--- src/rtl/addertree_pipe_acc.sv ---
// addertree_pipe_acc: sums NUM unsigned operands per beat through a
// three-stage pipeline (carry-save reduce, carry-propagate add, accumulate)
// and either reports every beat sum or accumulates beats into a frame sum.
// A single global stall freezes every stage while a result waits downstream.
module addertree_pipe_acc #(
    parameter int WIDTH    = 23,
    parameter int NUM      = 6,
    parameter int ACC_BITS = 4
) (
    input  logic                                     clk,
    input  logic                                     rst,
    input  logic [NUM*WIDTH-1:0]                     A,
    input  logic                                     in_valid,
    input  logic                                     in_last,
    input  logic                                     mode,
    output logic                                     in_ready,
    output logic [WIDTH+$clog2(NUM)+ACC_BITS-1:0]    S,
    output logic                                     out_valid,
    input  logic                                     out_ready,
    output logic                                     ovf,
    output logic [7:0]                               beats
);

    localparam int SW    = WIDTH + $clog2(NUM);  // exact width of one beat sum
    localparam int OUT_W = SW + ACC_BITS;

    typedef enum logic {IDLE, ACCUM} state_t;

    // Input side / frame tracking
    logic              accept;
    logic              eff_mode;
    logic              eff_last;
    logic              frame_open_q;

    // Carry-save reduction
    logic [SW-1:0]     csa_s, csa_c, csa_op, csa_t;

    // Stage registers
    logic              v1_q, last1_q;
    logic [SW-1:0]     s1_q, c1_q;
    logic              v2_q, last2_q;
    logic [SW-1:0]     sum2_q;

    // Accumulator / output stage
    state_t            state_q;
    logic [OUT_W-1:0]  acc_q;
    logic [7:0]        cnt_q;
    logic              accovf_q;
    logic              out_valid_q;
    logic [OUT_W-1:0]  s_q;
    logic              ovf_q;
    logic [7:0]        beats_q;

    logic [OUT_W-1:0]  sum_ext;
    logic [OUT_W-1:0]  acc_sum;
    logic              acc_co;
    logic [7:0]        cnt_inc;

    // Everything advances unless a finished result is still waiting.
    assign in_ready = !(out_valid_q && !out_ready);
    assign accept   = in_valid && in_ready;

    // An open frame pins mode to accumulate; mode-0 beats always close themselves.
    assign eff_mode = frame_open_q | mode;
    assign eff_last = !eff_mode | in_last;

    // Track whether an accumulate frame is in progress at the input.
    always_ff @(posedge clk or posedge rst) begin
        if (rst) begin
            frame_open_q <= 1'b0;
        end else if (accept) begin
            frame_open_q <= !eff_last;
        end
    end

    // Reduce the NUM operands to a sum/carry pair with a chain of 3:2 compressors.
    // Bits shifted out of the carry are harmless: the true sum fits in SW bits.
    always_comb begin
        csa_s  = '0;
        csa_c  = '0;
        csa_op = '0;
        csa_t  = '0;
        for (int k = 0; k < NUM; k++) begin
            csa_op = SW'(A[k*WIDTH +: WIDTH]);
            csa_t  = csa_s ^ csa_c ^ csa_op;
            csa_c  = ((csa_s & csa_c) | (csa_s & csa_op) | (csa_c & csa_op)) << 1;
            csa_s  = csa_t;
        end
    end

    // Stage 1: register the carry-save pair and the beat's frame-close flag.
    always_ff @(posedge clk or posedge rst) begin
        if (rst) begin
            v1_q    <= 1'b0;
            last1_q <= 1'b0;
            s1_q    <= '0;
            c1_q    <= '0;
        end else if (in_ready) begin
            v1_q <= accept;
            if (accept) begin
                last1_q <= eff_last;
                s1_q    <= csa_s;
                c1_q    <= csa_c;
            end
        end
    end

    // Stage 2: final carry-propagate add.
    always_ff @(posedge clk or posedge rst) begin
        if (rst) begin
            v2_q    <= 1'b0;
            last2_q <= 1'b0;
            sum2_q  <= '0;
        end else if (in_ready) begin
            v2_q <= v1_q;
            if (v1_q) begin
                last2_q <= last1_q;
                sum2_q  <= s1_q + c1_q;
            end
        end
    end

    // Next accumulator value with carry-out, and saturating beat count.
    always_comb begin
        sum_ext           = OUT_W'(sum2_q);
        {acc_co, acc_sum} = {1'b0, acc_q} + {1'b0, sum_ext};
        cnt_inc           = (cnt_q == 8'hFF) ? cnt_q : cnt_q + 8'd1;
    end

    // Stage 3: accumulator FSM and output register; only valid beats touch state.
    always_ff @(posedge clk or posedge rst) begin
        if (rst) begin
            state_q     <= IDLE;
            acc_q       <= '0;
            cnt_q       <= '0;
            accovf_q    <= 1'b0;
            out_valid_q <= 1'b0;
            s_q         <= '0;
            ovf_q       <= 1'b0;
            beats_q     <= '0;
        end else if (in_ready) begin
            // Any held result is consumed this edge; replace it only if a frame closes.
            out_valid_q <= v2_q && last2_q;
            if (v2_q) begin
                case (state_q)
                    IDLE: begin
                        if (last2_q) begin
                            s_q     <= sum_ext;
                            ovf_q   <= 1'b0;
                            beats_q <= 8'd1;
                        end else begin
                            acc_q    <= sum_ext;
                            cnt_q    <= 8'd1;
                            accovf_q <= 1'b0;
                            state_q  <= ACCUM;
                        end
                    end
                    ACCUM: begin
                        if (last2_q) begin
                            s_q     <= acc_sum;
                            ovf_q   <= accovf_q | acc_co;
                            beats_q <= cnt_inc;
                            state_q <= IDLE;
                        end else begin
                            acc_q    <= acc_sum;
                            accovf_q <= accovf_q | acc_co;
                            cnt_q    <= cnt_inc;
                        end
                    end
                    default: state_q <= IDLE;
                endcase
            end
        end
    end

    assign S         = s_q;
    assign ovf       = ovf_q;
    assign beats     = beats_q;
    assign out_valid = out_valid_q;

endmodule

--- config.mk ---
export PLATFORM = sky130hd
export DESIGN_NAME = addertree_pipe_acc
export DESIGN_NICKNAME = d
export VERILOG_FILES = /design/src/rtl/addertree_pipe_acc.sv
export SDC_FILE = /design/constraint.sdc
export NUM_CORES = 1
export LEC_CHECK = 0
export BUFFER_PORTS_ARGS = -buffer_cell sky130_fd_sc_hd__buf_2
export CORE_UTILIZATION = 63
export CTS_CLUSTER_SIZE = 8
export DETAILED_ROUTE_END_ITERATION = 10
export PLACE_DENSITY = 0.88
export SYNTH_ARGS = -nofsm -noshare
export SYNTH_HDL_FRONTEND = slang
export SYNTH_SLANG_ARGS = --single-unit
--- constraint.sdc ---
create_clock -name clk -period 10.1 [get_ports clk]
set_input_delay 1.515 -clock clk [delete_from_list [all_inputs] [get_ports clk]]
set_output_delay 1.515 -clock clk [all_outputs]
set_load 0.02 [all_outputs]
Word level (Yosys, flattened, before mapping)
Index checks and enable logic that the tools add are counted.
{ "op_classes": {"n_mux": 20, "n_eq_ne": 5, "addsub": 3, "n_reduce_logical": 12, "n_bitwise": 35} }
{ "op_table": {"columns": ["operator", "n"], "rows": [
  ["$and A25 B23 Y25", 5],
  ["$or A25 B25 Y25", 5],
  ["$mux W30", 4],
  ["$pmux W30 S2", 2],
  ["$xor A26 B23 Y26", 2],
  ["$and A25 B25 Y25", 2],
  ["$and A24 B23 Y24", 2],
  ["$and A23 B23 Y23", 2],
  ["$mux W8", 5],
  ["$pmux W8 S2", 2],
  ["$add A30 B26 Y31", 1],
  ["$add A26 B26 Y26", 1],
  ["$xor A25 B26 Y26", 1],
  ["$xor A26 B26 Y26", 1],
  ["$and A24 B25 Y25", 1],
  ["$or A25 B24 Y25", 1],
  ["$xor A24 B25 Y25", 1],
  ["$xor A25 B23 Y25", 1],
  ["$and A23 B24 Y24", 1],
  ["$or A24 B23 Y24", 1],
  ["$or A24 B24 Y24", 1],
  ["$xor A23 B24 Y24", 1],
  ["$xor A24 B23 Y24", 1],
  ["$xor A23 B23 Y23", 1],
  ["11 further kinds", 30]
]} }
{ "totals": {"regBits": 162, "elab_cells": 91, "output_inout_bits": 41} }

Longest topological paths before layout
Gate-level depths: netlist of the first run.
{ "logic_depth": {"depth_word": 13, "mapped_depth": 10, "ltp_nobuf": 9} }

Worst setup path before layout of the first run
OpenSTA, ideal clock, no wires.
{ "synth_path": {"path_kind": "input-to-reg", "from": "in A[22]", "to": "reg s1_q[22]", "arrival_time_ns": 4.069, "setup_slack_ns": 5.906, "path_buffers": 0, "cell_stages": 8, "t_required_ns": 9.975, "setup_ns": 0.125, "cell_sequence": "ha_1 -> fa_1 -> inv_1 -> fa_1 -> inv_1 -> fa_1 -> fa_1 -> mux2_2"} }
{ "synth_between": {"elab_chain_cells": 9} }
{ "synth_rtl": {"columns": ["element", "line", "text"], "rows": [
  ["from (decl)", "12", "input logic [NUM*WIDTH-1:0] A,"],
  ["$xor A23 B23 Y23", "85", "csa_t = csa_s ^ csa_c ^ csa_op;"],
  ["$xor A23 B24 Y24", "85", null],
  ["$xor A24 B23 Y24", "85", null],
  ["$xor A24 B25 Y25", "85", null],
  ["$xor A25 B23 Y25", "85", null],
  ["$xor A25 B26 Y26", "85", null],
  ["$xor A26 B23 Y26", "85", null],
  ["$xor A26 B26 Y26", "85", null],
  ["$xor A26 B23 Y26", "85", null],
  ["named net csa_s[22]", "36", "logic [SW-1:0] csa_s, csa_c, csa_op, csa_t;"],
  ["to (signal assigned)", "102", "s1_q <= csa_s;"],
  ["to (decl)", "40", "logic [SW-1:0] s1_q, c1_q;"]
]} }
The timed path passes the listed nets, and every way through them passes these cells.
A chain may end at the register's enable or synchronous reset.

Worst setup path after layout of the first run
{ "layout_path": {"from": "in A[7]", "to": "reg s1_q[8]"} }
{ "layout_between": {"elab_chain_cells": 10, "word_cells_on_any_way": 22, "classes_between": "bitwise (22)"} }
{ "layout_rtl": {"columns": ["element", "line", "text"], "rows": [
  ["$xor A23 B23 Y23", "85", null],
  ["$and A23 B24 Y24, or another cell as far along", "86", "csa_c = ((csa_s & csa_c) | (csa_s & csa_op) | (csa_c & csa_op)) << 1;"],
  ["$or A24 B23 Y24 or $xor A24 B23 Y24 (tied branches)", "86, 85", null],
  ["$or A24 B24 Y24, or another cell as far along", "86", null],
  ["$xor A24 B25 Y25, or another cell as far along", "85", null],
  ["$xor A25 B23 Y25, or another cell as far along", "85", null],
  ["$xor A25 B26 Y26 or $or A25 B25 Y25 (tied branches)", "85, 86", null],
  ["$xor A26 B23 Y26 or $or A25 B25 Y25 (tied branches)", "85, 86", null],
  ["$xor A26 B26 Y26 *", "85", null],
  ["$xor A26 B23 Y26 *", "85", null],
  ["named net csa_s[8]", "36", null]
]} }
Mark *: on every way through the listed nets, which the timed path passes. The rest lies on a longest branch.

==> metrics, run 1 <==
status completed; Mapped Area 11600 um2; RSZ-0062 raised after global routing false; period utilization 39.0%; Core Region 18000 um2; min cycle time layout 3.94 ns; fin area 13200 um2; commonest non-fill, non-tap cell in the layout buf_2; MaxCap Viol Count 0; CTS Hold Bufs 0; Syn Inst Count 1125; io pins 185; IO buf count 184; clock sink total 161; Leak 6.30 nW; VDD IR max 0.207 mV; DRC 0; Max transition margin 20.9%; Pins Over Slew Limit 0; f_max 0.254 GHz; worst skew pair latency 0.43 ns; number of synthesized flops with an enable pin 0; Critical Path Most Common Cell fa_1; TNS Setup 0 ns; Design Power 0.00480 W; Post-CTS Resized 0; r2r setup slk 7.12 ns; total wire length 27.4 mm; Post-Syn Nets 1442; critical path class input port to flip-flop; hold_ws 0.470 ns; Final Hold Viols 0; Overall Global Routing Usage 30.7%; Initial Util 64.4%; vias 9228; critical path peak fanout 1; Synth Warn # 0; Worst Path Arrival 4.25 ns; crit-path cells buf_2 -> ha_1 -> fa_1 -> fa_1 -> fa_1 -> fa_1 -> mux2_2; largest net degree at the start of global routing 83; vias in the first global route 9288; fin nets 1595; DRT Pass-1 Iters 8; multiplexer share of the synthesized area 6.60%; Die W 138 um; HP Start S[14]; drt wl/cell 18.0 um; Syn-to-layout area delta 14.2%; Simple-Gate Fraction of Synth Area 12.1%; via density per instance 6.07; number of post-CTS setup repair buffers 0; reg2reg start sum2_q[0]; main flop type after synthesis dfrtp_1; total congestion overflow 0; Syn Area/Cell 10.3 um2; TritonCTS clock tree done; global-route wire length before repair 44.7 mm; #FFs+latches synth 161; CP required 10.42 ns; combinational family with the most area after synthesis adder cells; clock slew at reported path FFs 0.06 ns; Root Driver clkbuf_16; Power per Cell Area 363 nW/um2; crit start category input port; H-tree depth 4; Seq/Total Area, Yosys 34.8%; worst r2r dst S[24]; Die ar. 18900 um2; Adder-Cell Fraction of Synth Area 24.6%; clock buffer depth 2; FP Rows 49; most frequent cells in the layout 184 x buf_2, 161 x dfrtp_1, 149 x nand2_1, 96 x o21ai_0, 91 x fa_1; Setup-failing EPs final 0; xor/xnor share of the synthesized area 3.03%; Num CTS Buffers 17; drt initial violations 542; Die Y-Extent 138 um; Setup crit end kind flip-flop; Hold Crit Class flip-flop to flip-flop; Clock Skew 0.00706 ns; slowest stage delay, CP 0.56 ns; Hold Crit Endpoint S[14]; Synth cell types 73; Worst-Margin Slew 1.18 ns; initial antenna violation count 0; Synth Area in Compound Gates 15.9%; Ant. Diodes 0; Post-synth ARST share 100%; Slowest cell on crit path fa_1; Post-Place Cell Area 12600 um2; worst reg2reg path depth 9; final RePlAce weighted congestion 0.915; hold depth 2; Antenna Nets Post-Route 0; dpl hpwl 20.5 mm; layout cell share with drive strength beyond 1 22.5%
-- sequential cells by signal, summed over array words and instances, names as in the netlist --
| name | flops |
|---|---|
| v2_q | 1 |
| beats | 8 |
| S | 30 |
| sum2_q | 26 |
| last1_q | 1 |
| s1_q | 25 |
| out_valid | 1 |
| v1_q | 1 |
| cnt_q | 8 |
| accovf_q | 1 |
| acc_q | 30 |
| frame_open_q | 1 |
| ovf | 1 |
| c1_q | 25 |
| state_q | 1 |
| last2_q | 1 |
-- critical path: cells and delay by family --
kind | cells | cell delay [ns]
multiplexers | 1 | 0.26
buffers and inverters | 1 | 0.10
adder cells (fa/ha/maj) | 5 | 2.38
-- synthesized netlist by cell type (all sizes together), types with 18 or more instances --
cell type	number	share of area, %
inv	31	1.0
a21o	18	1.2
nand3	19	0.82
xor2	24	1.8
clkbuf	43	1.4
ha	82	8.9
a31oi	19	1.1
dfrtp	161	35
nand2	151	4.9
o21ai	97	4.2
fa	91	16
nor2	52	1.7
mux2i	19	1.6
a21oi	70	3.1
mux2	51	5.0
-- kinds of logic (layout without fill, tap and decap cells) --
family,Yosys count,in the layout
fa+ha+maj,173,173
compound gates,286,286
simple gates,308,308
xor+xnor,40,40
flops,161,161
mux,70,70
buf+inv,87,253
-- metal layers --
layer / track usage, % / share of wire (%) / up-vias
met3: 4.56 / 5.6 / 54
met1: 38.5 / 41 / 4496
li1: - / - / 4313
met4: 10.6 / 2.3 / 0
met5: 0 / 0 / -
met2: 54.2 / 51 / 365
-- metrics by stage --
| stage | setup WS, ns | utilization, % | instances |
|---|---|---|---|
| after floorplan | 4.24 | - | 1125 |
| after global placement | 5.71 | 70.2 | 1488 |
| after detailed placement | 5.69 | 70.2 | 1488 |
| after CTS | 6.13 | 73.6 | 1520 |
| after global routing | 6.07 | 73.6 | 1520 |
| final | 6.16 | 73.6 | 1520 |
-- area by class of cell --
type	instances	area, um2
Clock inverter	13	185
Fill cell	1240	4740
Sequential cell	161	4030
Inverter	31	121
Timing Repair Buffer	190	966
Multi-Input combinational cell	877	7200
Clock buffer	19	433
Tap cell	229	287
-- where the power goes --
group	switching [W]	internal, W
combinational	0.00175	0.00118
clock	0.000274	0.000415
sequential	0.000233	0.000956
-- worst max-delay path by stage --
stage	start	to	slack (ns)	depth (start not counted)
after detailed placement	A[7]	s1_q[8]	5.69	7
after global routing	A[7]	s1_q[8]	6.07	7
after CTS	A[7]	s1_q[8]	6.13	7
final	A[7]	s1_q[8]	6.16	7
after floorplan	rst	S[0]	4.24	1
after global placement	A[7]	s1_q[8]	5.71	7
Power figures use the tool's default switching activity.
==> inputs of run 2 (changes only) <==
Settings changed: CORE_UTILIZATION 63 to 58, PLACE_DENSITY 0.88 to 0.81.
Clock period 10.1 ns to 4 ns, I/O delays scaled along.
==> run 2 against run 1 <==
Net effect: sequential power grew to 2.5 times the previous value; design area up 0.46%; hold slack worse by 0.33 ns; global-route usage fell by 3.2 points; setup slack got worse by 5.3 ns; core utilization decreased by 5.6 points; wire length fell by 3.4%; die area increased by 8.5%; count of clock-buffer cells in the layout rose by 2; first-iteration DRC count decreased by 3.7%.
==> metrics, run 2 (synthesized netlist as in run 1, its figures left out) <==
Max transition margin 20.9%; Ant. Diodes 0; worst skew pair latency 0.43 ns; TritonCTS clock tree done; f_max 0.322 GHz; WL met1 11.3 mm; VDD IR max 0.380 mV; clock buffer depth 2; Slowest cell on crit path fa_1; clock sink total 161; period utilization 77.6%; status completed; Die W 143 um; DR WL met3 1.32 mm; non-filler instance count after layout 1558; fin nets 1599; final core utilization 68.0%; MaxCap Viol Count 0; via density per instance 5.76; Setup-failing EPs final 0; Antenna Nets Post-Route 0; Initial Util 59.3%; Critical Path Most Common Cell fa_1; met2 wire length 13.1 mm; top layer in use met4; RSZ-0062 raised after global routing false; Setup crit end kind flip-flop; Clock power frac 13.9%; Clock Skew 0.00894 ns; IO buf count 184; initial antenna violation count 0; io pins 185; Leak 6.31 nW; sequential power share 25.0%; r2r setup slk 0.96 ns; Die ar. 20500 um2; vias 8981; slowest stage delay, CP 0.61 ns; most frequent cells in the layout 184 x buf_2, 161 x dfrtp_1, 149 x nand2_1, 96 x o21ai_0, 91 x fa_1; largest net degree at the start of global routing 72; Placed Cells 1528; Die Y-Extent 143 um; Root Driver clkbuf_16; total congestion overflow 0; number of post-CTS setup repair buffers 0; critical path peak fanout 1; Syn-to-layout area delta 14.8%; worst r2r dst acc_q[21]; Core Region 19500 um2; Num CTS Buffers 17; CTS Hold Bufs 0; Design Power 0.0119 W; Logic pwr share 61.1%; drt wl/cell 17.0 um; CP delay by family, top adder cells; Post-CTS Resized 0; Worst Path Buf+Inv 1; DRC 0; FP Rows 51; Pint 0.00640 W; Final Hold Viols 0; CP startpoint A[6]; final RePlAce weighted congestion 0.888; vias in the first global route 8944; Power per Cell Area 896 nW/um2; global-route wire length before repair 43.5 mm; CP required 4.31 ns; Multi-input gate area 7200 um2; total wire length 26.5 mm; crit-path cells buf_2 -> ha_1 -> fa_1 -> fa_1 -> fa_1 -> fa_1 -> mux2_2; Pins Over Slew Limit 0; Reg area 4030 um2; Worst Path Arrival 3.42 ns; Overall Global Routing Usage 27.5%; critical path class input port to flip-flop; worst reg2reg path depth 8; layout cell share with drive strength beyond 1 22.6%; Worst-Margin Slew 1.18 ns; switching share of power 46.2%; DRT Pass-1 Iters 5; Filler cells 1517; min cycle time layout 3.10 ns; reg2reg start sum2_q[10]; NetSw 0.00550 W; hold_ws 0.142 ns; TNS Setup 0 ns; drt initial violations 522; Hold Crit Class input port to asynchronous set/reset pin; H-tree depth 4; crit start category input port; clock slew at reported path FFs 0.06 ns; commonest non-fill, non-tap cell in the layout buf_2; dpl hpwl 20.9 mm
## run 2: cell count changes in the layout (fill, tap and decap cells not counted)
cell        change
buf_12          +1
inv_6           -2
buf_4           +3
clkinvlp_4      +1
clkbuf_8        +2
clkinv_2        -1
clkinv_4        -1
bufinv_16       -1
## run 2: power by group through the flow
stage / logic [W] / clock network (W) / registers (W)
finish: 0.00727 / 0.00165 / 0.00298
global route: 0.00817 / 0.00175 / 0.00308
CTS: 0.00726 / 0.00168 / 0.00298
detailed placement: 0.00720 / 0 / 0.00300
global placement: 0.00700 / 0 / 0.00296
floorplan: 0.00536 / 0 / 0.00302
## run 2: layout make-up
class                   count  area share, %
well taps                 265           2.50
flip-flops and latches    161           30.3
clock inverters             9          0.998
inverters                  31          0.904
repair buffers            194           7.59
clock buffers              21           3.47
multi-input cells         877           54.2
## run 2: stage by stage
| stage | worst slack, ns | cell area, um2 |
|---|---|---|
| CTS | 0.882 | 13300 |
| detailed placement | 0.447 | 12700 |
| finish | 0.896 | 13300 |
| global placement | 0.434 | 12700 |
| global route | 0.789 | 13300 |
| floorplan | 0.721 | 11600 |
## run 2: metal layers
layer / vias up / GRT usage [%]
li1: 4321 / -
met1: 4345 / 34.5
met2: 274 / 47.6
met3: 41 / 5.23
met4: 0 / 9.41
met5: - / 0
## run 2: worst max path at each step
stage,endpoint,slack [ns],cells past startpoint
finish,s1_q[7],0.90,7
global route,acc_q[21],0.79,8
CTS,s1_q[7],0.88,7
detailed placement,s1_q[7],0.45,7
global placement,s1_q[7],0.43,7
floorplan,s1_q[22],0.72,8
